==> config.mk <==
export PLATFORM = sky130hd
export DESIGN_NAME = crono_button_ctrl
export DESIGN_NICKNAME = d
export VERILOG_FILES = /design/src/rtl/crono_pkg.sv /design/src/rtl/crono_debounce.sv /design/src/rtl/crono_button_ctrl.sv
export SDC_FILE = /design/constraint.sdc
export NUM_CORES = 1
export LEC_CHECK = 0
export ABC_AREA = 1
export CAP_MARGIN = 20
export CORE_MARGIN = 2
export CORE_UTILIZATION = 30
export DETAILED_ROUTE_END_ITERATION = 10
export HOLD_SLACK_MARGIN = 0.05
export PLACE_DENSITY = 0.52
export SYNTH_ARGS = -nofsm -noshare
export SYNTH_HDL_FRONTEND = slang
export SYNTH_HIERARCHICAL = 1
export SYNTH_SLANG_ARGS = --single-unit
==> constraint.sdc <==
create_clock -name clk -period 3.8 [get_ports clk]
set_input_delay 0.95 -clock clk [delete_from_list [all_inputs] [get_ports clk]]
set_output_delay 0.95 -clock clk [all_outputs]
set_load 0.05 [all_outputs]
==> src/rtl/crono_pkg.sv <==
// Shared types and default timing constants for the stopwatch button front end.
package crono_pkg;

  typedef enum logic [1:0] {
    IDLE  = 2'd0,
    SHORT = 2'd1,
    LONG  = 2'd2
  } btn_state_t;

  localparam int CLK_HZ = 100_000_000;

  // 10 ms of stable level to accept a change, 1 s of hold for a long press
  localparam int DEBOUNCE_CYCLES_DEF = CLK_HZ / 100;
  localparam int LONG_CYCLES_DEF     = CLK_HZ;

endpackage

==> src/rtl/crono_debounce.sv <==
// Two-flop synchroniser followed by a stability counter; dout_d exposes the
// level dout will take on the next clock so the caller can act on the same edge.
module crono_debounce
  import crono_pkg::*;
#(
  parameter int DEBOUNCE_CYCLES = DEBOUNCE_CYCLES_DEF
) (
  input  logic clk,
  input  logic rst,
  input  logic din,
  output logic dout,
  output logic dout_d
);

  localparam int CW = $clog2(DEBOUNCE_CYCLES + 1);
  localparam logic [CW-1:0] CNT_LAST = CW'(DEBOUNCE_CYCLES - 1);

  (* ASYNC_REG = "TRUE" *) logic sync1_q;
  logic          sync2_q;
  logic [CW-1:0] cnt_q;
  logic [CW-1:0] cnt_d;
  logic          dout_q;
  logic          dout_next;

  // Any cycle where the synchronised level agrees with dout restarts the count
  always_comb begin
    cnt_d     = '0;
    dout_next = dout_q;
    if (sync2_q != dout_q) begin
      if (cnt_q == CNT_LAST) begin
        dout_next = ~dout_q;
      end else begin
        cnt_d = cnt_q + 1'b1;
      end
    end
  end

  always_ff @(posedge clk or negedge rst) begin
    if (!rst) begin
      sync1_q <= 1'b0;
      sync2_q <= 1'b0;
      cnt_q   <= '0;
      dout_q  <= 1'b0;
    end else begin
      sync1_q <= din;
      sync2_q <= sync1_q;
      cnt_q   <= cnt_d;
      dout_q  <= dout_next;
    end
  end

  assign dout   = dout_q;
  assign dout_d = dout_next;

endmodule

==> src/rtl/crono_button_ctrl.sv <==
// Stopwatch button front end: short press toggles run, long press while stopped clears.
// Define CRONO_LAP_EN to add the lap button with freeze/lap outputs.
module crono_button_ctrl
  import crono_pkg::*;
#(
  parameter int DEBOUNCE_CYCLES = DEBOUNCE_CYCLES_DEF,
  parameter int LONG_CYCLES     = LONG_CYCLES_DEF
) (
  input  logic clk,
  input  logic rst,
  input  logic button,
`ifdef CRONO_LAP_EN
  input  logic lap_button,
  output logic lap,
  output logic freeze,
`endif
  output logic pressed,
  output logic running,
  output logic clear,
  output logic ready
);

  localparam int HW = $clog2(LONG_CYCLES + 1);
  localparam logic [HW-1:0] HOLD_LAST = HW'(LONG_CYCLES - 1);
  localparam logic [HW-1:0] HOLD_MAX  = HW'(LONG_CYCLES);

  btn_state_t    state_q, state_d;
  logic [HW-1:0] hold_q, hold_d;
  logic          running_q, running_d;
  logic          clear_q, clear_d;
  logic          ready_q;
  logic          pressed_next;

  crono_debounce #(
    .DEBOUNCE_CYCLES(DEBOUNCE_CYCLES)
  ) u_btn_db (
    .clk   (clk),
    .rst   (rst),
    .din   (button),
    .dout  (pressed),
    .dout_d(pressed_next)
  );

  // The FSM reacts to the debounced level it is about to take, so the run
  // toggle lands on the same edge that pressed falls.
  always_comb begin
    state_d   = state_q;
    hold_d    = hold_q;
    running_d = running_q;
    clear_d   = 1'b0;
    case (state_q)
      IDLE: begin
        if (pressed_next && !pressed) begin
          state_d = SHORT;
          hold_d  = '0;
        end
      end
      SHORT: begin
        if (!pressed_next) begin
          state_d   = IDLE;
          running_d = ~running_q;
        end else begin
          if (hold_q != HOLD_MAX) begin
            hold_d = hold_q + 1'b1;
          end
          if (hold_q == HOLD_LAST) begin
            state_d = LONG;
            clear_d = ~running_q;
          end
        end
      end
      LONG: begin
        if (!pressed_next) begin
          state_d = IDLE;
        end
      end
      default: state_d = IDLE;
    endcase
  end

  always_ff @(posedge clk or negedge rst) begin
    if (!rst) begin
      state_q   <= IDLE;
      hold_q    <= '0;
      running_q <= 1'b0;
      clear_q   <= 1'b0;
      ready_q   <= 1'b0;
    end else begin
      state_q   <= state_d;
      hold_q    <= hold_d;
      running_q <= running_d;
      clear_q   <= clear_d;
      ready_q   <= 1'b1;
    end
  end

  assign running = running_q;
  assign clear   = clear_q;
  assign ready   = ready_q;

`ifdef CRONO_LAP_EN
  logic lap_pressed;
  logic lap_pressed_next;
  logic lap_rise;
  logic freeze_q, freeze_d;
  logic lap_q, lap_d;

  crono_debounce #(
    .DEBOUNCE_CYCLES(DEBOUNCE_CYCLES)
  ) u_lap_db (
    .clk   (clk),
    .rst   (rst),
    .din   (lap_button),
    .dout  (lap_pressed),
    .dout_d(lap_pressed_next)
  );

  assign lap_rise = lap_pressed_next && !lap_pressed;

  // A clear wipes the frozen display along with the counters
  always_comb begin
    freeze_d = freeze_q;
    lap_d    = 1'b0;
    if (clear_d) begin
      freeze_d = 1'b0;
    end else if (lap_rise && running_q) begin
      freeze_d = ~freeze_q;
      lap_d    = 1'b1;
    end else if (lap_rise && freeze_q) begin
      freeze_d = 1'b0;
      lap_d    = 1'b1;
    end
  end

  always_ff @(posedge clk or negedge rst) begin
    if (!rst) begin
      freeze_q <= 1'b0;
      lap_q    <= 1'b0;
    end else begin
      freeze_q <= freeze_d;
      lap_q    <= lap_d;
    end
  end

  assign freeze = freeze_q;
  assign lap    = lap_q;
`endif

endmodule

# Yosys cells after proc, flatten, opt, wreduce, memory -nomap -nowiden

Cells that the tools add are included.

Register bits after elaboration: 55
Latch bits: 0
RAM bits: 0
ROM bits: 0
Bits of input ports: 3
Output and inout bits: 4
Word-level logic and storage cells: 48
Memories kept: 0

Add/sub/neg operators: 2
Multipliers: 0
Div/mod/pow operators: 0
Magnitude comparators: 0
Equal/unequal tests: 11
Shift operators: 0
Muxes and demuxes: 16
Bitwise gates (word level): 3
Reduce and logical (&&, ||, !) cells: 7

Operator list:

| kind                                                                  | number |
|---|---|
| 27-bit two-way mux                                                    | 3 |
| 27-bit one-hot mux with 2 select lines                                | 1 |
| 20-bit two-way mux                                                    | 2 |
| 27-bit by 1-bit adder with 27-bit output, second input constant       | 1 |
| 27-bit equality test, second input constant                           | 1 |
| 27-bit inequality test, second input constant                         | 1 |
| 20-bit by 1-bit adder with 20-bit output, second input constant       | 1 |
| 20-bit equality test, second input constant                           | 1 |
| 2-bit two-way mux                                                     | 4 |
| 2-bit inequality test, second input constant                          | 4 |
| 2-bit one-hot mux with 3 select lines                                 | 1 |
| 1-bit two-way mux                                                     | 5 |
| 4-bit AND reduction                                                   | 1 |
| 3-bit inequality test, second input constant                          | 1 |
| 1-bit inverter                                                        | 3 |
| 3-bit AND reduction                                                   | 1 |
| 2-bit by 1-bit equality test with 1-bit output, second input constant | 1 |
| 2-bit equality test, second input constant                            | 1 |
| 2-bit logical NOT                                                     | 1 |
| 2-bit AND reduction                                                   | 1 |
| 2-bit nonzero test                                                    | 1 |
| 1-bit logical AND                                                     | 1 |
| 1-bit logical NOT                                                     | 1 |
| 1-bit inequality test                                                 | 1 |

# Longest topological paths before layout

Gate-level depths: netlist (run 1).

Word-level depth: 6
Mapped depth: 16
Gate-level depth less buffers: 15

# By module

The synthesis (run 1) kept the hierarchy.

By module, submodules not included:

| module            | times used | cells an instance | area each (µm²) | seq. area each (µm²) |
|---|---|---|---|---|
| crono_button_ctrl | 1          | 336               | 2170.8          | 800.8 |
| crono_debounce    | 1          | 161               | 1287.5          | 575.6 |

# Least setup slack after synthesis (run 1)

No wires, ideal clock.

Kind: flip-flop to flip-flop
Start: reg u_btn_db.cnt_q[0]
End: reg hold_q[14]
Setup time: 0.065 ns
Data arrival time: 2.245 ns
Data required time: 3.735 ns
Slack: 1.490 ns
Cell stages (with the launch flop): 15
Buffers on the path: 1
Clock period less this slack: 2.310 ns
Path through: dfrtp_1 -> ha_1 -> nand3_1 -> nor2_2 -> nand3_1 -> o21ai_0 -> inv_1 -> nor3_1 -> nor2_1 -> inv_2 -> nand2_4 -> nor2_2 -> buf_6 -> nand2_1 -> nand2_1

Word-level cells in the longest chain between the ends: 6
Elaborated cells between the ends (all ways): 7
Those cells by class: 3 x eq/ne; 2 x mux; 2 x reduce/logical

RTL lines:

| element                         | line                    | text |
|---|---|---|
| from (decl)                     | crono_debounce.sv:20    | `logic [CW-1:0] cnt_q;` |
| from (signal assigned)          | crono_debounce.sv:47    | `cnt_q <= cnt_d;` |
| 20-bit equality test *          | crono_debounce.sv:30    | `if (cnt_q == CNT_LAST) begin` |
| 1-bit two-way mux *             | crono_debounce.sv:30    |  |
| 1-bit two-way mux *             | crono_debounce.sv:29    | `if (sync2_q != dout_q) begin` |
| named net pressed_next          | crono_button_ctrl.sv:32 | `logic pressed_next;` |
| 1-bit logical AND               | crono_button_ctrl.sv:53 | `if (pressed_next && !pressed) begin` |
| 2-bit inequality test (no line) | n/a                     |  |
| 4-bit AND reduction (no line) * | n/a                     |  |
| to (signal assigned)            | crono_button_ctrl.sv:90 | `hold_q <= hold_d;` |
| to (decl)                       | crono_button_ctrl.sv:28 | `logic [HW-1:0] hold_q, hold_d;` |

The timed path passes the listed nets; every way through them passes the cells marked *.
A chain may end at the register's enable or synchronous reset.

# Worst setup path in the final report (run 1)

Start: reg u_btn_db.cnt_q[0]
End: reg hold_q[16]

The elaborated chain is that of the path after synthesis.

==> results.md, run 1 <==
Floorplan:
- The top-level port count is 7.
- The row count is 39.
- The floorplan step set the die height to 111 µm.
- The die boundary width is approximately 110 µm.
- The total die area is around 12000 µm².
- The area of the core region is roughly 11000 µm².
- The initial standard-cell utilization of the core is 30.5%.

Clocking:
- CTS built an H-tree with a depth of 2.
- The post-cts gate resize count is 0.
- In this run the post-CTS setup repair buffer count came out at 0.
- The clock tree from TritonCTS is done.
- The clock net in this run drives a total of 55 sinks.
- The number of buffers created by CTS is 5.
- The clock latency on the worst-skew pair is 0.30 ns.
- In this run the clock root is driven by a clkbuf_16.
- The clock-pin slew on the worst setup and hold paths is around 0.07 ns.
- No sink is reached through more buffers than the 2 on the longest clock path.
- The hold-fix buffer count after cts is 0.

Synth:
- The total nets after synthesis is just over 500.
- The sequential element share of the synthesized area is 39.8%.
- The post-synthesis cell type count is 30.
- The count of mapped cells out of synthesis is 497.
- The average cell area after synthesis is approximately 7 µm².
- The cell area that synthesis handed to floorplanning was about 3500 µm².
- The synthesis-stage register bit count is between 50 and 60.
- The Yosys warning count is 6.

Critical path:
- Data on the critical path arrives at its endpoint at around 3.3 ns.
- The maximum fanout along the worst path is 24.
- The worst setup path is of the reg -> reg kind.
- The endpoint kind of the worst setup timing path is a register.
- Tracing the worst setup path back leads to its startpoint at u_btn_db/cnt_q[0].
- The required time of the critical path is between 4 and 5 ns.
- The worst register-to-register path begins at u_btn_db/cnt_q[0].
- The worst setup path is launched from a register.

Cells and area:
- The final layout net count is 511.
- The area occupied by registers is 1380 µm².
- Counting the fill cells in the layout gives around 1200.
- In the final layout, the share of cells above drive strength 1 is a little under a tenth.
- The number of antenna cells inserted is 0.
- The multi-input combinational cell area is 1830 µm².
- The utilization after layout is ~34%.
- The layout overhead on the synthesized area is 10.1%.
- The count of cells in the finished layout, fillers not included, comes to 649.

Place:
- The setup slack after placement is ~0.72 ns.
- Once placement completed, the tool counted placed cells totaling between 600 and 700.
- The wire-length estimate of the detail-placed layout is approximately 5.9 mm.
- The global placer's final weighted congestion is roughly 0.9.
- Port buffering added 6 buffers.

Timing:
- Of the available clock period, the critical path in the final layout requires 81.6%.
- The final count of negative-setup-slack endpoints is 0.
- Headroom to the max-slew limit came out at around 56%.
- Setup repair after global routing left no endpoint under its margin.
- Setup slack on the critical path of the routed design comes to 0.701 ns.
- The smallest clock period supported by the final layout is computed as between 3 and 4 ns.
- In the final timing run, aggregate negative setup slack is 0 ns.
- The achievable clock frequency is 323 MHz.
- The count of final hold-check violations is 0.
- The clock skew is around 0.0068 ns.
- The count of pins over their slew limit is 0.
- For the pin with the worst max-slew slack, the measured transition is around 0.66 ns.

Global route:
- The first-pass GRT wire length is between 10 and 15 mm.
- The via count of the first global-routing pass is about 3000.
- For this run, the total global-route usage over all layers was measured as around 14%.
- The total congestion overflow after global routing is 0.
- The pin count of the biggest net entering global routing is 34.
- The initial antenna violation count is 0.

Routing:
- The total DRC errors in the routed layout is 0.
- The final layout contains routed wiring with a total length of 7.88 mm.
- The total number of vias is between 2000 and 3000.
- The number of detailed-route iterations in the first pass is 4.
- The number of vias per cell after detailed routing is about 4.6.
- The number of antenna-violating nets in the routed design is 0.
- The violation count after the first detailed-route iteration is roughly 170.
- In the final routed layout, each cell accounts on average for approximately 12 µm.

Power:
- Summing internal, switching and leakage power gives between 1 and 1.5 mW.
- The analysis attributes to cell leakage a power of 1.75 nW.
- The areal power density over the cells is ~290 nW/µm².
- The worst ir drop on vdd is around 0.24 mV.

Job:
- The count of maximum capacitance violations is 0.

Worst hold path:
- The startpoint identified for the worst hold timing path is u_btn_db/sync1_q.
- The worst hold path class is reg -> reg.

Outcome:
- The flow ran to the end, and the final reports show no timing, DRC or antenna violations.
-- synth_stat cells (all sizes together) --
library cell  instances  area (µm²)
nor3b                 2        25.0
ha                    3        37.5
nand3b                4        30.0
nand4                11        68.8
a21oi                 3        15.0
or2                   1        6.26
xnor2                 5        43.8
nand3                36         185
dfrtp                55        1380
o21a                  1        7.51
xor2                 18         165
nand2               180         708
conb                  1        3.75
clkbuf                1        3.75
a21o                  1        7.51
o21ai                11        55.1
buf                   6        47.5
inv                  53         199
nor2                 98         438
nor3                  7        35.0
-- critical path, stage by stage, from the launching register on --
cell and delay [ns]:
dfrtp_1 0.38, ha_1 0.20, nand3_1 0.13, nor2_2 0.20, nand3_1 0.18, o21ai_0 0.39
inv_1 0.15, nor3_1 0.27, nor2_1 0.10, inv_2 0.13, nand2_4 0.18, nor2_2 0.30
buf_4 0.27, nand2_1 0.07, nand2_1 0.06
-- power breakdown --
part	total (mW)	switching, mW	internal, mW
Clock	0.485	0.221	0.264
Combinational	0.0285	0.0222	0.00629
Sequential	0.592	0.00267	0.589
-- stage by stage --
stage / hold WS, ns / instance area, µm²
2_1_floorplan: 0.331 / 3460
3_3_place_gp: 0.337 / 3660
3_5_place_dp: 0.338 / 3660
4_1_cts: 0.356 / 3810
5_1_grt: 0.369 / 3810
6_report: 0.353 / 3810
-- cells by family after synthesis --
logic type | share of synthesized area, %
other | 0.108
AO/OA/AOI/OAI | 2.46
buffers and inverters | 7.24
flip-flops | 39.8
AND/OR/NAND/NOR | 43.3
XOR/XNOR | 6.04
adder cells (fa/ha/maj) | 1.09
-- flip-flops by register name, summed over array words and instances (netlist names) --
name	cells
clear	1
u_btn_db/dout	1
hold_q	27
running	1
state_q	2
u_btn_db/cnt_q	20
u_btn_db/sync2_q	1
ready	1
u_btn_db/sync1_q	1
-- layout by cell type, fill, tap and decap left out, types with 4 or more instances in the layout --
cell type        instances
nand2_1                171
dfrtp_1                 55
nand2_2                  7
clkbuf_16                5
nor2_4                   4
clkdlybuf4s50_1          5
nand3b_1                 4
nand4_1                 11
nand3_1                 35
xor2_1                  17
nor2_2                  16
nor3_1                   7
nor2_1                  78
o21ai_0                  8
inv_1                   50
xnor2_1                  5
-- metal layers --
layer  wire (µm)  up-vias  part of all wire (%)  global-route usage [%]
met5           0        -                     0                       0
met4         153        0                   1.9                    3.70
met3         232       12                   2.9                    2.94
met2        3740       34                    47                    23.3
met1        3760     1364                    48                    17.9
li1            -     1557                     -                       -
-- area by class of cell --
class / count / share of cell area [%]
clock buffers: 6 / 3.65
clock inverters: 2 / 0.361
inverters: 53 / 5.22
multi-input cells: 382 / 48.1
flip-flops and latches: 55 / 36.1
well taps: 143 / 4.70
repair buffers: 8 / 1.84
-- final timing paths --
path	to	cells past startpoint	slack, ns
worst max-delay path	hold_q[16]	14	0.70
worst min-delay path	u_btn_db/sync2_q	0	0.35
worst max register to register	hold_q[16]	14	0.70
worst min register to register	u_btn_db/sync2_q	0	0.35
max in group asynchronous	hold_q[24]	2	2.30
min in group asynchronous	u_btn_db/cnt_q[3]	1	0.64
Power figures use the tool's default switching activity.
==> run 2: changes to the inputs <==
Settings changed: PLACE_DENSITY 0.52 to 0.54.
Clock period 3.8 ns to 2.7 ns, I/O delays scaled along.
==> run 2 against run 1 <==
Wire length fell by 2.2%. Critical path depth did not move. Clock power rose by 34%. Die area did not move. Core utilization rose by 0.24 points. Highest routed layer unchanged. Maximum frequency rose by 30%. Via count rose by 0.74%. Power rose by 38%. Global-route usage fell by 0.45 points. Register-to-register slack got worse by 0.38 ns. Sequential power rose by 41%.
==> results.md, run 2 (synthesized netlist as in run 1, its figures left out) <==
Outcome:
- The flow ran to the end, and the final reports show no timing, DRC or antenna violations.

Timing:
- The worst slew margin relative to its limit is about three fifths.
- After layout, the worst path uses between 80% and 90% of the clock period.
- The actual transition at the worst max-transition pin is slightly below 0.6 ns.
- The clock skew is 0.00749 ns.
- The minimum setup slack in the final design is ~0.32 ns.
- The achievable clock frequency is between 400 and 500 MHz.
- Hold timing on the final database bottoms out at a slack of roughly 0.35 ns.
- The final period demand of the worst path is roughly 2.4 ns.
- Setup violations remaining at the end of the flow were counted as 0.
- The count of pins over their slew limit is 0.
- The count of final hold-check violations is 0.

Power:
- The switching share of total power is about 22%.
- The worst ir drop on vdd is 0.250 mV.
- The proportion of power drawn by the clock network is between 40% and 50%.
- Summed over all cells, the static leakage comes to between 1.5 and 2 nW.
- The portion of total power attributed to combinational logic is 2.7%.
- In this run the power density over the cells is 398 nW/µm².
- The total internal power is 1.19 mW.
- The switching power total is between 0.3 and 0.4 mW.
- The relative contribution of sequential cells to total power is a little over half.

Global route:
- The total congestion overflow after global routing is 0.
- The via count of the first global-routing pass is roughly 2800.
- The initial antenna violation count is 0.
- For this run, the total global-route usage over all layers was measured as between 10% and 20%.
- The pin count of the biggest net entering global routing is 27.
- The first global-routing pass estimated 13.7 mm of wire.

Clocking:
- TritonCTS built the clock tree.
- The number of buffers created by CTS is 5.
- The number of H-tree levels is 2.
- For the worst-skew pair, the clock arrives at the later sink with an insertion delay of 0.29 ns.
- Clock-pin slew was measured on the worst setup and hold paths at around 0.07 ns.
- The root cell of the clock tree is clkbuf_16.
- The number of setup buffers added after CTS is 0.
- The number of clock sinks is 55.
- The hold-fix buffer count after cts is 0.
- The clock passes through at most 2 buffers.

Floorplan:
- The die boundary width is 111 µm.
- The initial standard-cell utilization of the core is 30.5%.
- The chip height is roughly 110 µm.
- For this design the top-level I/O count stands at 7.
- The row count is 39.
- The die covers between 10000 and 15000 µm².
- The area of the core region is around 11000 µm².

Place:
- The count of buffers inserted at the top-level ports is 6.
- At the end of routability-driven placement, the weighted congestion stood at 0.859.
- The total placed cells including tap cells is between 600 and 700.
- The total half-perimeter wirelength after legalization and detailed placement is roughly 5.9 mm.
- Timing analysis after detailed placement gives a worst setup slack of roughly 0.10 ns.

Critical path:
- For this design, the slowest cell found on the critical path is dfrtp_1.
- The combined buffer and inverter count along the critical path is 3.
- The delay contributed by the slowest stage of the critical path is around 0.37 ns.
- The required time of the critical path is approximately 3 ns.
- The critical path data arrival time is between 2 and 3 ns.
- In this run the worst path has a maximum fanout of 20.
- The critical path goes through ha_1, nand3_1, nor2_2, nand3_1, o21ai_2, inv_1, nor3_1, nor2_1, inv_2, nand2_4, nor2_2, buf_6, nand2_1, nand2_1.
- STA classifies the critical path startpoint as a register.
- The endpoint kind of the worst setup timing path is a register.
- The kind of cell adding the most delay to the critical path is simple AND/OR/NAND/NOR gates.
- The critical path is of the reg -> reg type.

Worst hold path:
- The tightest min-delay check is of the reg -> reg type.

Cells and area:
- More flip-flops sit in one register than any other, and that register is hold_q.
- The filler cells instantiated in the layout total ~1200.
- The final layout net count is around 500.
- The flip-flop count of the largest register after layout is 27.
- From synthesis to final layout, the design area changed by 10.9%.
- In the layout the commonest cells are 171 x nand2_1, 78 x nor2_1, 55 x dfrtp_1.
- The leading cell type in the layout, fill and taps excluded is nand2_1.
- The final cell count without fillers is 652.
- In the final layout, the share of cells above drive strength 1 is 10.2%.
- The repair_antennas step left the layout with diodes totalling 0.
- In the final layout, the registers with the most flip-flops are hold_q x27, u_btn_db/cnt_q x20, state_q x2.

Routing:
- The routed wire length per instance is around 12 µm.
- The final wirelength is about 7.7 mm.
- The number of vias per cell after detailed routing is roughly 4.6.
- The number of antenna-violating nets in the routed design is 0.
- The number of detailed-route iterations in the first pass is 4.
- The total number of vias is ~3000.
- For this run, design rule violations remaining after detail routing come to 0.
- The violation count after the first detailed-route iteration is 144.

Job:
- Max-cap violations in this run came to 0.
## run 2: worst paths after layout
check	startpoint	endpoint	slack, ns	cells past startpoint
worst max-delay path	u_btn_db/cnt_q[0]	hold_q[18]	0.32	14
worst min-delay path	u_btn_db/sync1_q	u_btn_db/sync2_q	0.35	0
worst max register to register	u_btn_db/cnt_q[0]	hold_q[18]	0.32	14
worst min register to register	u_btn_db/sync1_q	u_btn_db/sync2_q	0.35	0
max in group asynchronous	rst	u_btn_db/cnt_q[18]	1.68	2
min in group asynchronous	rst	u_btn_db/cnt_q[7]	0.38	1
## run 2: routing by layer
layer,share of wire (%),vias up,GRT usage (%)
li1,-,1556,-
met1,47,1400,17.4
met2,51,29,23.5
met3,2.0,4,2.29
met4,0.30,0,2.22
met5,0,-,0
## run 2: timing repair
action | CTS | global route
gates resized for setup | 0 | 4
setup endpoints to repair | 0 | 27
endpoints found under the hold margin | 0 | 0
## run 2: worst reg2reg max path: cells and delay by family (launching register included)
kind / cells / cell delay [ns]
DFF: 1 / 0.37
adders and majority gates: 1 / 0.19
and+or+nand+nor: 9 / 1.09
buffers and inverters: 3 / 0.43
AOI/OAI and AO/OA: 1 / 0.23
## run 2: power by group through the flow
| stage | Sequential, mW | Combinational [mW] | Clock, mW |
|---|---|---|---|
| final | 0.832 | 0.0411 | 0.652 |
| after global routing | 0.833 | 0.0492 | 0.714 |
| after CTS | 0.832 | 0.0432 | 0.686 |
| after detailed placement | 0.849 | 0.0432 | 0 |
| after global placement | 0.848 | 0.0425 | 0 |
| after floorplan | 0.851 | 0.0126 | 0 |
## run 2: area by class of cell
type | instances | area [µm²] | share of cell area, %
timing repair buffer | 11 | 96.3 | 2.51
clock inverter | 2 | 17.5 | 0.457
multi-input combinational | 382 | 1840 | 47.9
inverter | 53 | 199 | 5.19
sequential | 55 | 1380 | 35.9
tap | 143 | 179 | 4.66
clock buffer | 6 | 129 | 3.36
## run 2: per-stage QoR
step | TNS [ns] | instance area, µm² | utilization [%] | total power, mW
6_report | 0 | 3840 | 33.9 | 1.53
5_1_grt | -0.00253 | 3840 | 33.9 | 1.60
4_1_cts | 0 | 3820 | 33.8 | 1.56
3_5_place_dp | 0 | 3680 | 32.5 | 0.892
3_3_place_gp | 0 | 3680 | 32.5 | 0.891
2_1_floorplan | 0 | 3460 | - | 0.864
==> run 3: changes to the inputs <==
Settings changed: CTS_CLUSTER_SIZE set to 40, SYNTH_HIERARCHICAL 1 to unset.
==> run 3 against run 2 <==
Core utilization decreased by 0.30 points. Flip-flop and latch count unchanged. Final cell count fell by 0.92%. Global-route usage shrank 0.058 points. Register-to-register slack improved by 0.19 ns. Clock-buffer cell count rose by 1. Final area fell by 0.46%. Via count is 1.6% lower. First-iteration DRC count up 10%. Setup slack better by 0.19 ns. Die area up 0.35%. Maximum frequency rose by 8.5%.
==> results.md, run 3 <==
Global route:
- The first global-routing pass estimated approximately 13 mm of wire.
- The initial antenna violation count is 0.
- The pin count of the biggest net entering global routing is between 50 and 60.
- The via count of the first global-routing pass is ~2800.
- In the global route stage, overall resource usage came out at 13.2%.
- Summed over all layers, the global routing overflow is 0.

Critical path:
- The setup check on the worst reg-to-reg path leaves a slack of 0.51 ns.
- The critical path is of the reg -> out type.
- The sort of element at the start of the critical path is a register.
- The worst register-to-register path has a depth of 8.
- The kind of cell adding the most delay to the critical path is buffers and inverters.
- The worst register-to-register path ends at hold_q[17].
- Walking the worst path, the cells encountered are clkdlybuf4s50_1.
- In this run the critical register-to-register path is launched from u_btn_db.cnt_q[0].
- The most critical setup path has its startpoint at u_btn_db.dout.
- The endpoint kind of the worst setup timing path is an output pin.
- For the worst setup path, the data arrival time is ~1.5 ns.
- Among all stages on the critical path, the largest delay is contributed by clkdlybuf4s50_1.
- The number of buffers and inverters on the critical path is 1.
- The maximum fanout along the worst path is 4.
- The required time of the critical path is 2.03 ns.
- The delay contributed by the slowest stage of the critical path is 0.82 ns.

Outcome:
- The run finished with clean final reports.

Cells and area:
- The flip-flop count of the largest register after layout is 27.
- The number of antenna cells inserted is 0.
- The utilization after layout is 33.6%.
- The net count of the finished layout is roughly 510.
- The library cells used most frequently in the layout, excluding fill and tap cells, are 161 x nand2_1, 75 x nor2_1, 55 x dfrtp_1.
- The finished layout holds approximately 650 standard cells, fillers aside.
- Compared with the post-synthesis result, the final layout area differs by 10.0%.
- Summing all non-filler instances in the final layout gives an area of roughly 3800 µm².
- Cells with a size suffix above 1 make up approximately 6.4% of the layout.
- The leading cell type in the layout, fill and taps excluded is nand2_1.
- The register with the most flip-flops in the final layout is hold_q.
- The largest registers in the layout are hold_q x27, u_btn_db.cnt_q x20, state_q x2.

Clocking:
- The hold-fix buffer count after cts is 0.
- The root buffer cell chosen for the clock tree is clkbuf_16.
- Counting every sink on the clock net gives 55.
- The clock tree from TritonCTS is done.
- In this run the post-CTS setup repair buffer count came out at 0.
- The H-tree was split into 2 levels.
- Counting the buffers created by CTS gives 5.
- The number of gates resized after CTS was 0.
- Clock-pin slew was measured on the worst setup and hold paths at ~0.07 ns.
- The worst-case clock buffer depth is 2.
- The clock latency on the worst-skew pair is roughly 0.3 ns.

Synth:
- The average cell area after synthesis is 7.03 µm².
- Sorting the synthesized cells by area gives the leading types as dfrtp_1 40%, nand2_1 17%, nor2_1 8.1%.
- The portion of synthesized cell area occupied by the leading cell type is around two fifths.
- For this run, the leading register cell type out of synthesis is dfrtp_1.
- Yosys instantiated no cell more often than nand2_1.
- After synthesis the netlist holds a flip-flop and latch count of 55.
- The synthesized netlist contains 30 unique library cells.
- Synthesis produced a netlist with a net count of 500.
- Of the synthesized area, sequential elements account for around two fifths.
- The share of synthesized flip-flops with an asynchronous set or reset is 100%.
- The synthesized netlist occupies a cell area of roughly 3500 µm².
- Yosys mapped a number of flops with a built-in enable equal to 0.
- The cell count after synthesis came out at 494.
- During synthesis, Yosys emitted a total of 0 warnings.
- In the synthesized netlist, the cells that appear most often are 161 x nand2_1, 75 x nor2_1, 55 x dfrtp_1.
- The cell taking the most area after synthesis is dfrtp_1.

Timing:
- The achievable clock frequency is 455 MHz.
- The count of pins over their slew limit is 0.
- The minimum setup slack in the final design is a little over 0.5 ns.
- The final setup TNS is 0 ns.
- Setup repair after global routing left no endpoint under its margin.
- The final count of negative-setup-slack endpoints is 0.
- The actual transition at the worst max-transition pin is roughly 0.70 ns.
- The share of the clock period used by the worst path is 81.3%.
- Clock skew on the completed layout was measured at ~0.0068 ns.
- For the finished layout, the period the worst path requires is between 2 and 2.5 ns.
- The worst pin sits at a relative slew slack of between 50% and 60%.
- The count of final hold-check violations is 0.

Routing:
- Dividing the detail-routed wire length by the instance count gives roughly 12 µm.
- The number of detailed-route iterations in the first pass is 4.
- Wires add up to between 7 and 8 mm.
- The final route contains ~2900 vias.
- The number of antenna-violating nets in the routed design is 0.
- Using the TritonRoute via totals, the vias-per-cell ratio works out to ~4.6.
- In the routed design, unresolved DRC markers number 0.
- The violation count after the first detailed-route iteration is approximately 160.

Place:
- Buffers placed on the I/O ports in this run total 6.
- OpenSTA, run right after detailed placement, puts the worst setup slack at about 0.5 ns.
- Once placement completed, the tool counted placed cells totaling about 640.
- The wire-length estimate of the detail-placed layout is between 5 and 6 mm.
- At the end of routability-driven placement, the weighted congestion stood at 0.877.
- The placed cell area is ~3700 µm².

Floorplan:
- The chip height is approximately 110 µm.
- The floorplan has 39 rows.
- The die boundary width is between 100 and 150 µm.
- The die covers between 10000 and 15000 µm².
- The top-level port count is 7.
- The area of the core region is approximately 11000 µm².
- The initial standard-cell utilization of the core is a little under a third.

Job:
- Across the run, the number of max-cap violations was 0.

Power:
- The portion of total power attributed to combinational logic is 2.4%.
- The switching power total is around 0.34 mW.
- Internal power comes to ~1.2 mW.
- The standby leakage power is around 1.7 nW.
- The relative contribution of sequential cells to total power is 54.0%.
- In this run, the clock network consumes between 40% and 50% of the power.
- The areal power density over the cells is approximately 400 nW/µm².
- The worst ir drop on vdd is 0.235 mV.
- The switching share of total power is between 20% and 30%.

Worst hold path:
- The worst hold path class is reg -> reg.
- The endpoint of the worst hold path is u_btn_db.sync2_q.
- The origin of the worst min-delay path is u_btn_db.sync1_q.
- The worst hold path passes through 0 cells.
run 3: cell count changes in the layout (fill, tap and decap cells not counted), sizes merged, moves of 2 or more:
cell | previous run | this run
buf | 6 | 3
nor2 | 98 | 82
nor3 | 7 | 12
xor2 | 18 | 20
nand2 | 180 | 163
nand4 | 11 | 6
a211oi | 0 | 2
o21ai | 11 | 3
nand3b | 4 | 19
nand3 | 36 | 48
inv | 53 | 57
run 3: area by class of cell:
cell class / count / area, µm²
Tap cell: 143 / 179
Clock inverter: 1 / 8.76
Multi-Input combinational cell: 374 / 1820
Sequential cell: 55 / 1380
Inverter: 58 / 218
Clock buffer: 7 / 143
Fill cell: 1212 / 7550
Timing Repair Buffer: 8 / 70.1
run 3: per-layer routing:
metal	share of wire, %	vias up	track usage [%]
li1	-	1552	-
met1	48	1340	17.2
met2	47	41	21.9
met3	3.2	8	2.34
met4	1.8	0	5.43
met5	0	-	0
run 3: stage by stage:
step	total power [mW]	hold WS [ns]
after floorplan	0.863	0.331
after global placement	0.889	0.335
after detailed placement	0.889	0.335
after CTS	1.57	0.346
after global routing	1.61	0.352
final	1.55	0.346
run 3: worst max path at each step:
| stage | to | slack, ns | cells after the start |
|---|---|---|---|
| 2_1_floorplan | hold_q[9] | 1.05 | 9 |
| 3_3_place_gp | hold_q[13] | 0.64 | 8 |
| 3_5_place_dp | hold_q[16] | 0.50 | 8 |
| 4_1_cts | hold_q[17] | 0.48 | 8 |
| 5_1_grt | hold_q[12] | 0.27 | 8 |
| 6_report | pressed | 0.50 | 1 |
run 3: cell families (layout without fill, tap and decap cells):
logic type,Yosys count,in the layout,share of synthesized area (%)
and+or+nand+nor,334,334,43.2
buffers and inverters,65,74,7.79
DFF,55,55,39.7
xor gates and xnor gates,25,25,6.31
AOI/OAI and AO/OA,11,11,1.87
adders and majority gates,3,3,1.08
other,1,1,0.108
run 3: power by group through the flow:
stage / Clock [mW] / Sequential (mW) / Combinational, mW
floorplan: 0 / 0.852 / 0.0109
global route: 0.733 / 0.835 / 0.0435
global placement: 0 / 0.850 / 0.0392
detailed placement: 0 / 0.850 / 0.0391
finish: 0.675 / 0.834 / 0.0372
CTS: 0.701 / 0.834 / 0.0392
